## config.mk

```make
export PLATFORM = sky130hd
export DESIGN_NAME = fetch_decode_buffer_flat
export DESIGN_NICKNAME = d
export VERILOG_FILES = /design/src/rtl/fetch_decode_buffer_if.sv /design/src/rtl/fetch_decode_buffer.sv /design/src/flat_wrapper.sv
export SDC_FILE = /design/constraint.sdc
export NUM_CORES = 1
export LEC_CHECK = 0
export ABC_AREA = 1
export BUFFER_PORTS_ARGS = -buffer_cell sky130_fd_sc_hd__buf_4
export CAP_MARGIN = 10
export CELL_PAD_IN_SITES_DETAIL_PLACEMENT = 1
export CELL_PAD_IN_SITES_GLOBAL_PLACEMENT = 1
export CORE_ASPECT_RATIO = 1.25
export CORE_MARGIN = 4
export CORE_UTILIZATION = 35
export CTS_CLUSTER_DIAMETER = 50
export DETAILED_ROUTE_END_ITERATION = 12
export GPL_TIMING_DRIVEN = 0
export HOLD_SLACK_MARGIN = 0.06
export PLACE_DENSITY_LB_ADDON = 0.1
export SYNTH_ARGS = -nofsm -noshare
export SYNTH_HDL_FRONTEND = slang
export SYNTH_SLANG_ARGS = --single-unit
```

## constraint.sdc

```tcl
create_clock -name clk -period 16.1 [get_ports clk]
set_input_delay 1.61 -clock clk [delete_from_list [all_inputs] [get_ports clk]]
set_output_delay 1.61 -clock clk [all_outputs]
set_load 0.02 [all_outputs]
```

## src/rtl/fetch_decode_buffer_if.sv

```systemverilog
// IF/ID boundary bundle: fetch-side valid/ready push, flush, decode-side
// valid/ready pop plus status. The buffer sits on the slave side.
interface fetch_decode_buffer_if #(
  parameter int INSTR_W = 32,
  parameter int ADDR_W  = 64
);
  logic               in_valid;
  logic               in_ready;
  logic [INSTR_W-1:0] in_instruction;
  logic [ADDR_W-1:0]  in_pc;
  logic               flush;
  logic               out_valid;
  logic               out_ready;
  logic [INSTR_W-1:0] out_instruction;
  logic [ADDR_W-1:0]  out_pc;
  logic [ADDR_W-1:0]  out_pc_plus4;
  logic [1:0]         occupancy;
  logic [7:0]         flush_count;

  modport master (
    output in_valid, in_instruction, in_pc, flush, out_ready,
    input  in_ready, out_valid, out_instruction, out_pc, out_pc_plus4,
           occupancy, flush_count
  );

  modport slave (
    input  in_valid, in_instruction, in_pc, flush, out_ready,
    output in_ready, out_valid, out_instruction, out_pc, out_pc_plus4,
           occupancy, flush_count
  );
endinterface

```

## src/rtl/fetch_decode_buffer.sv

```systemverilog
// Two-entry in-order skid buffer between instruction fetch and decode.
// Entry 0 always holds the oldest instruction (the head shown to decode);
// entry 1 holds the younger one when the buffer is full. A flush empties
// the buffer and drops any instruction offered in the same cycle.
module fetch_decode_buffer #(
  parameter int                 INSTR_W   = 32,
  parameter int                 ADDR_W    = 64,
  parameter logic [INSTR_W-1:0] NOP_INSTR = 32'hD503201F
) (
  input logic                  clk,
  input logic                  reset,
  fetch_decode_buffer_if.slave bus
);

  typedef enum logic [1:0] {
    EMPTY = 2'd0,
    ONE   = 2'd1,
    FULL  = 2'd2
  } state_t;

  state_t             state;
  logic [7:0]         flush_cnt;
  logic [INSTR_W-1:0] slot0_instr;
  logic [ADDR_W-1:0]  slot0_pc;
  logic [INSTR_W-1:0] slot1_instr;
  logic [ADDR_W-1:0]  slot1_pc;
  logic               accept;
  logic               consume;
  logic               ready;
  logic               valid;

  // Saturating event counter step: sticks at 255.
  function automatic logic [7:0] sat_inc8(input logic [7:0] v);
    return (v == 8'hFF) ? v : v + 8'd1;
  endfunction

  // Handshake qualifiers; in_ready looks only at state and reset so the
  // fetch side never waits on decode combinationally.
  always_comb begin
    ready   = !reset && (state != FULL);
    valid   = (state != EMPTY) && !bus.flush;
    accept  = bus.in_valid && ready;
    consume = valid && bus.out_ready;
  end

  // Occupancy FSM and flush counter; flush overrides every transition.
  always_ff @(posedge clk) begin
    if (reset) begin
      state     <= EMPTY;
      flush_cnt <= 8'd0;
    end else if (bus.flush) begin
      state <= EMPTY;
      if ((state != EMPTY) || bus.in_valid) begin
        flush_cnt <= sat_inc8(flush_cnt);
      end
    end else begin
      case (state)
        EMPTY: if (accept) state <= ONE;
        ONE: begin
          if (accept && !consume)      state <= FULL;
          else if (!accept && consume) state <= EMPTY;
        end
        FULL:    if (consume) state <= ONE;
        default: state <= EMPTY;
      endcase
    end
  end

  // Entry storage: head stays in slot 0, so a pop from FULL shifts the
  // younger entry forward and an accept+consume in ONE lands in slot 0.
  always_ff @(posedge clk) begin
    if (!bus.flush) begin
      case (state)
        EMPTY: begin
          if (accept) begin
            slot0_instr <= bus.in_instruction;
            slot0_pc    <= bus.in_pc;
          end
        end
        ONE: begin
          if (accept && consume) begin
            slot0_instr <= bus.in_instruction;
            slot0_pc    <= bus.in_pc;
          end else if (accept) begin
            slot1_instr <= bus.in_instruction;
            slot1_pc    <= bus.in_pc;
          end
        end
        FULL: begin
          if (consume) begin
            slot0_instr <= slot1_instr;
            slot0_pc    <= slot1_pc;
          end
        end
        default: ;
      endcase
    end
  end

  // Decode-facing view of the head; NOP at PC 0 when nothing is held.
  always_comb begin
    bus.in_ready    = ready;
    bus.out_valid   = valid;
    bus.occupancy   = state;
    bus.flush_count = flush_cnt;
    if (state == EMPTY) begin
      bus.out_instruction = NOP_INSTR;
      bus.out_pc          = '0;
    end else begin
      bus.out_instruction = slot0_instr;
      bus.out_pc          = slot0_pc;
    end
    bus.out_pc_plus4 = bus.out_pc + ADDR_W'(4);
  end

endmodule
```

## src/flat_wrapper.sv

```systemverilog
// flat-port wrapper written by rule: the top's interface ports become plain ports
module fetch_decode_buffer_flat 
#(
  parameter int                 INSTR_W   = 32,
  parameter int                 ADDR_W    = 64,
  parameter logic [INSTR_W-1:0] NOP_INSTR = 32'hD503201F
)
  (clk, reset, bus_in_valid, bus_in_instruction, bus_in_pc, bus_flush, bus_out_ready, bus_in_ready, bus_out_valid, bus_out_instruction, bus_out_pc, bus_out_pc_plus4, bus_occupancy, bus_flush_count);
  fetch_decode_buffer_if #(.INSTR_W(INSTR_W), .ADDR_W(ADDR_W)) bus_i ();
  input logic clk;
  input logic reset;
  input wire logic [$bits(bus_i.in_valid)-1:0] bus_in_valid;
  input wire logic [$bits(bus_i.in_instruction)-1:0] bus_in_instruction;
  input wire logic [$bits(bus_i.in_pc)-1:0] bus_in_pc;
  input wire logic [$bits(bus_i.flush)-1:0] bus_flush;
  input wire logic [$bits(bus_i.out_ready)-1:0] bus_out_ready;
  output wire logic [$bits(bus_i.in_ready)-1:0] bus_in_ready;
  output wire logic [$bits(bus_i.out_valid)-1:0] bus_out_valid;
  output wire logic [$bits(bus_i.out_instruction)-1:0] bus_out_instruction;
  output wire logic [$bits(bus_i.out_pc)-1:0] bus_out_pc;
  output wire logic [$bits(bus_i.out_pc_plus4)-1:0] bus_out_pc_plus4;
  output wire logic [$bits(bus_i.occupancy)-1:0] bus_occupancy;
  output wire logic [$bits(bus_i.flush_count)-1:0] bus_flush_count;
  assign bus_i.in_valid = bus_in_valid;
  assign bus_i.in_instruction = bus_in_instruction;
  assign bus_i.in_pc = bus_in_pc;
  assign bus_i.flush = bus_flush;
  assign bus_i.out_ready = bus_out_ready;
  assign bus_in_ready = bus_i.in_ready;
  assign bus_out_valid = bus_i.out_valid;
  assign bus_out_instruction = bus_i.out_instruction;
  assign bus_out_pc = bus_i.out_pc;
  assign bus_out_pc_plus4 = bus_i.out_pc_plus4;
  assign bus_occupancy = bus_i.occupancy;
  assign bus_flush_count = bus_i.flush_count;
  fetch_decode_buffer #(.INSTR_W(INSTR_W), .ADDR_W(ADDR_W), .NOP_INSTR(NOP_INSTR)) u_core (.clk(clk), .reset(reset), .bus(bus_i));
endmodule
```

# Word level (Yosys, flattened, before mapping)

Index checks and enable logic that the tools add are counted.

Register bits after elaboration: 202
Input bits: 101
Output and inout bits: 172
Word-level logic and storage cells: 54

$add $sub $neg: 2
Eq/ne operators: 8
Multiplexer cells: 15
Bitwise logic cells: 3
Reductions and logical operators: 20

Operators by type and width:

| operator                | number |
|---|---|
| $mux W64                | 4 |
| $pmux W64 S3            | 1 |
| $mux W32                | 4 |
| $pmux W32 S3            | 1 |
| $add A64 B3 Y64 const B | 1 |
| $add A8 B1 Y8 const B   | 1 |
| $eq A8 B8 Y1 const B    | 1 |
| $mux W2                 | 4 |
| $logic_and A1 B1 Y1     | 7 |
| $ne A2 B1 Y1 const B    | 3 |
| $pmux W2 S3             | 1 |
| $reduce_and A3 Y1       | 2 |
| $reduce_and A5 Y1       | 1 |
| $logic_not A1 Y1        | 4 |
| $reduce_and A4 Y1       | 1 |
| $ne A3 B1 Y1 const B    | 1 |
| $not A1 Y1              | 3 |
| $reduce_bool A3 Y1      | 1 |
| $eq A2 B1 Y1 const B    | 1 |
| $eq A2 B2 Y1 const B    | 1 |
| $logic_not A2 Y1        | 1 |
| $ne A2 B2 Y1 const B    | 1 |
| $reduce_bool A2 Y1      | 1 |
| $reduce_or A2 Y1        | 1 |
| $logic_or A1 B1 Y1      | 1 |

# Longest topological paths before layout

Depth after elaboration: 8
Gate-level depth with buffers: 14
Mapped depth without buffers: 11

# Least setup slack after synthesis

OpenSTA, ideal clock, no wires.

Path kind: input-to-reg
Start: in bus_flush
End: reg u_core.slot0_instr[0] (enable)
Library setup time: 0.670 ns
Arrival time: 8.871 ns
Required time: 15.430 ns
Slack: 6.560 ns
Cell stages on the path: 5
Path buffers: 0
Cells stage by stage: nor2_1 nand2_1 nand2_1 o21ai_1 nor3_1

Word-level cells in the longest chain between the ends: 6
Elaborated cells on any way between the ends: 8
Classes of those cells: eq/ne: 2; bitwise: 1; reduce/logical: 5

RTL lines:

| what                            | RTL line                  | RTL |
|---|---|---|
| from (decl)                     | flat_wrapper.sv:15        | `input wire logic [$bits(bus_i.flush)-1:0] bus_flush;` |
| $logic_not A1 Y1                | fetch_decode_buffer.sv:41 | `valid = (state != EMPTY) && !bus.flush;` |
| $logic_and A1 B1 Y1             | fetch_decode_buffer.sv:41 |  |
| $logic_and A1 B1 Y1             | fetch_decode_buffer.sv:43 | `consume = valid && bus.out_ready;` |
| $logic_and A1 B1 Y1             | fetch_decode_buffer.sv:81 | `if (accept && consume) begin` |
| $ne A2 B1 Y1 (no line)          | -                         |  |
| $reduce_and A5 Y1 (no line) (*) | -                         |  |
| to (signal assigned)            | fetch_decode_buffer.sv:76 | `slot0_instr <= bus.in_instruction;` |
| to (signal assigned)            | fetch_decode_buffer.sv:82 | `slot0_instr <= bus.in_instruction;` |
| to (signal assigned)            | fetch_decode_buffer.sv:91 | `slot0_instr <= slot1_instr;` |
| to (decl)                       | fetch_decode_buffer.sv:23 | `logic [INSTR_W-1:0] slot0_instr;` |

Mark *: on every way between the ends. The rest lies on a longest branch, timed or not.
A chain may end at the register's enable or synchronous reset.

# Worst setup path after layout

Start: reg u_core.state[1], in the netlist u_core.bus.occupancy[1]
End: out bus_out_pc_plus4[34]

Word-level cells in the longest chain between the ends: 3

RTL lines:

| what                   | RTL line                   | RTL |
|---|---|---|
| from (decl)            | fetch_decode_buffer.sv:21  | `state_t state;` |
| from (signal assigned) | fetch_decode_buffer.sv:49  | `state <= EMPTY;` |
| from (signal assigned) | fetch_decode_buffer.sv:52  | `state <= EMPTY;` |
| from (signal assigned) | fetch_decode_buffer.sv:58  | `EMPTY: if (accept) state <= ONE;` |
| $logic_not A2 Y1       | fetch_decode_buffer.sv:106 | `if (state == EMPTY) begin` |
| $mux W64               | fetch_decode_buffer.sv:106 |  |
| $add A64 B3 Y64        | fetch_decode_buffer.sv:113 | `bus.out_pc_plus4 = bus.out_pc + ADDR_W'(4);` |
| to (decl)              | flat_wrapper.sv:21         | `output wire logic [$bits(bus_i.out_pc_plus4)-1:0] bus_out_pc_plus4;` |

Every way passes these cells.

==> run summary <==
1st-iter DRT viols: 547
Port Buf Inserts: 272
Root Driver: clkbuf_16
Finished Cell Area: 14400 sq um
Reg2reg path depth: 8
Final Non-Filler Cells: 2100
Total core area: 30900 sq um
Count leader, synth: nand2_1
Starting density of the core: 35.4%
Final Setup Violations: 0
Max clock buf depth: 3
CP Data Arrival Time: 4410 ps
DRC: 0
Syn Std Cell Area: 11000 sq um
Worst min-delay path class: register to register
Clock Skew: 30.6 ps
Hold Buf Count CTS: 0
Number of antenna violations at the first check in global routing: 0
Startpoint Class: register
Post-CTS Resized: 0
Die X: 166 um
Vias/cell: 4.78
Final count of hold timing violations: 0
H-tree depth: 1
Seq/Total Area, Yosys: 54.5%
Outcome: finished, final reports clean
WHS Endpoint: u_core.slot0_pc[56]
RePlAce Congestion: 0.907
CTS tree: built
Req. time, crit path: 14490 ps
Post-DP HPWL: 34.7 mm
CTS buffer count: 25
Reg-to-reg setup timing slack: 12880 ps
Cells along the critical path: nor2_2, buf_6, buf_2, buf_2, clkbuf_1, nor2_1, ha_1, nand3_1, inv_1, nand2_1, nor2_4, nand2_1, xnor2_1, buf_4
Max capacitance violation total: 0
Tmin final: 6020 ps
Post-synth EDFFs: 192
RSZ-0062 raised after global routing: no
Max Clk Rate: 166 MHz
CTS Sinks: 202
Area delta synth->final: 31.9%
DP Area: 13700 sq um
Syn Inst Count: 1364
Final #Nets: 1778
DR pass1 iterations: 5
FF-to-FF End: u_core.slot0_pc[38]
Share of layout cells above drive strength 1: 24.2%
Largest net degree at the start of global routing: 32
Ranking of synthesized cells by area: edfxtp_1 (53%), nand2_1 (20%), nor2_1 (7.5%), inv_1 (4.4%), xor2_1 (2.0%)
Slowest CP cell: clkbuf_1
Slew Viols, Final: 0
Ant. Diodes: 0
Placed cells: 2055
Hold path cells: 2
GRT Overall Usage: 24.3%
Setup CP Type: register to output pin
Top cell type's share of synthesized area: 52.6%
Ys async rst share: 0%
Post-CTS Repair Setup Buffers: 0
Remaining global-route overflow: 0
Power Density: 86.8 nW/um^2
I/O pin total: 273
Die area: 34200 sq um
Vias in the first global route: 11000
Ys flop type: edfxtp_1
Post-synth top cells: nand2_1 (585), nor2_1 (219), edfxtp_1 (192), inv_1 (128), nor2_2 (34)
FP Rows: 72
Worst-path fanout max: 10
Worst-Skew Late Latency: 540 ps
Distinct cells, synth: 29
Die Ht: 206 um
Largest stage delay, worst path: 500 ps
Drt total wl: 42.6 mm
Routed wire per std cell: 20.3 um
Synth Area per Inst: 8.03 sq um
Area leader, netlist: edfxtp_1
Seq cells post-synth: 202
Worst Max-Slew Pin Slew: 1040 ps
Warnings, synthesis: 0
Hold path start: u_core.slot1_pc[56]
Reg2reg start: u_core.bus.occupancy[0]
Global-route wire length before repair: 63.8 mm
Syn_nets: 1467
Worst-path clk slew: 60 ps
Headroom to the max-slew limit: 30.2%
Vias: 10000
TNS Setup: 0 ps
Leakage: 6.25 nW
Post-route ant nets: 0
CP Capture Type: output pin
Maximum VDD drop: 80.8 uV
Final period utilization: 37.4%
==> routing by layer <==
| layer | vias up | share of wire, % | track usage (%) |
|---|---|---|---|
| li1 | 4915 | - | - |
| met1 | 4772 | 41 | 28.7 |
| met2 | 289 | 50 | 44.5 |
| met3 | 67 | 5.9 | 4.96 |
| met4 | 0 | 3.2 | 7.54 |
| met5 | - | 0 | 0 |
==> stage by stage <==
| stage | util, % | hold WS [ps] | setup slack (ps) | total power (W) |
|---|---|---|---|---|
| floorplan | - | 494 | 6560 | 0.000669 |
| global placement | 43.7 | 496 | 2730 | 0.000733 |
| detailed placement | 44.3 | 507 | 10570 | 0.000735 |
| CTS | 46.7 | 517 | 9960 | 0.00127 |
| global route | 46.7 | 535 | 9760 | 0.00130 |
| finish | 46.7 | 516 | 10080 | 0.00125 |
==> power breakdown <==
group	total [W]	internal, W	leakage, nW	switching, W
Combinational	0.000126	0.0000489	4.05	0.0000771
Sequential	0.000597	0.000591	1.83	0.00000604
Clock	0.000530	0.000304	0.377	0.000226
Total	0.00125	0.000944	6.25	0.000310
==> critical path: cells and delay by family (launching register included) <==
family        cells  cell delay, ps
fa+ha+maj         1             300
xor+xnor          1             130
flops             1             340
buf+inv           6            1850
simple gates      6            1220
==> how the worst max path moves through the flow <==
stage	slack (ps)	start	to	depth (start not counted)
final	10080	u_core.bus.occupancy[1]	bus_out_pc_plus4[34]	14
after global routing	9760	u_core.bus.occupancy[0]	bus_out_pc_plus4[58]	15
after CTS	9960	u_core.bus.occupancy[1]	bus_out_pc_plus4[58]	15
after detailed placement	10570	u_core.bus.occupancy[1]	bus_out_pc_plus4[34]	14
after global placement	2730	reset	u_core.slot0_pc[38]	4
after floorplan	6560	bus_flush	u_core.slot0_instr[0]	5
==> final cells by class <==
class,count,area [sq um]
fill,3758,16500
tap,407,509
timing repair buffer,284,2210
inverter,130,488
buffer,36,186
clock buffer,31,648
sequential,202,5970
clock inverter,14,115
multi-input combinational,996,4320
==> cells by family (layout without fill, tap and decap cells) <==
group / count (synthesis) / count (layout) / synth area share (%)
XOR/XNOR: 33 / 33 / 2.64
AND/OR/NAND/NOR: 944 / 944 / 35.7
flip-flops: 202 / 202 / 54.5
buffers and inverters: 166 / 495 / 6.16
adder cells (fa/ha/maj): 2 / 2 / 0.228
AO/OA/AOI/OAI: 17 / 17 / 0.788
==> cells in the final DEF, fill, tap and decap left out, types with 9 or more instances in the layout <==
| cell | netlist | layout |
|---|---|---|
| nand2_1 | 585 | 585 |
| buf_4 | 5 | 278 |
| nor2_1 | 219 | 218 |
| edfxtp_1 | 192 | 192 |
| inv_1 | 128 | 128 |
| nor2_2 | 34 | 34 |
| nand3_1 | 33 | 33 |
| xor2_1 | 25 | 25 |
| clkbuf_1 | 19 | 25 |
| clkbuf_16 | 0 | 25 |
| nor3_2 | 17 | 18 |
| nor3_1 | 18 | 17 |
| nand4_1 | 16 | 16 |
| or2_2 | 15 | 15 |
| dfxtp_1 | 10 | 10 |
| buf_6 | 3 | 9 |
==> sequential cells by signal (all words and copies together) (netlist names) <==
signal / flops
u_core.slot0_instr: 32
u_core.slot1_pc: 64
u_core.bus.occupancy: 2
u_core.slot0_pc: 64
u_core.slot1_instr: 32
u_core.bus.flush_count: 8
Power figures use the tool's default switching activity.
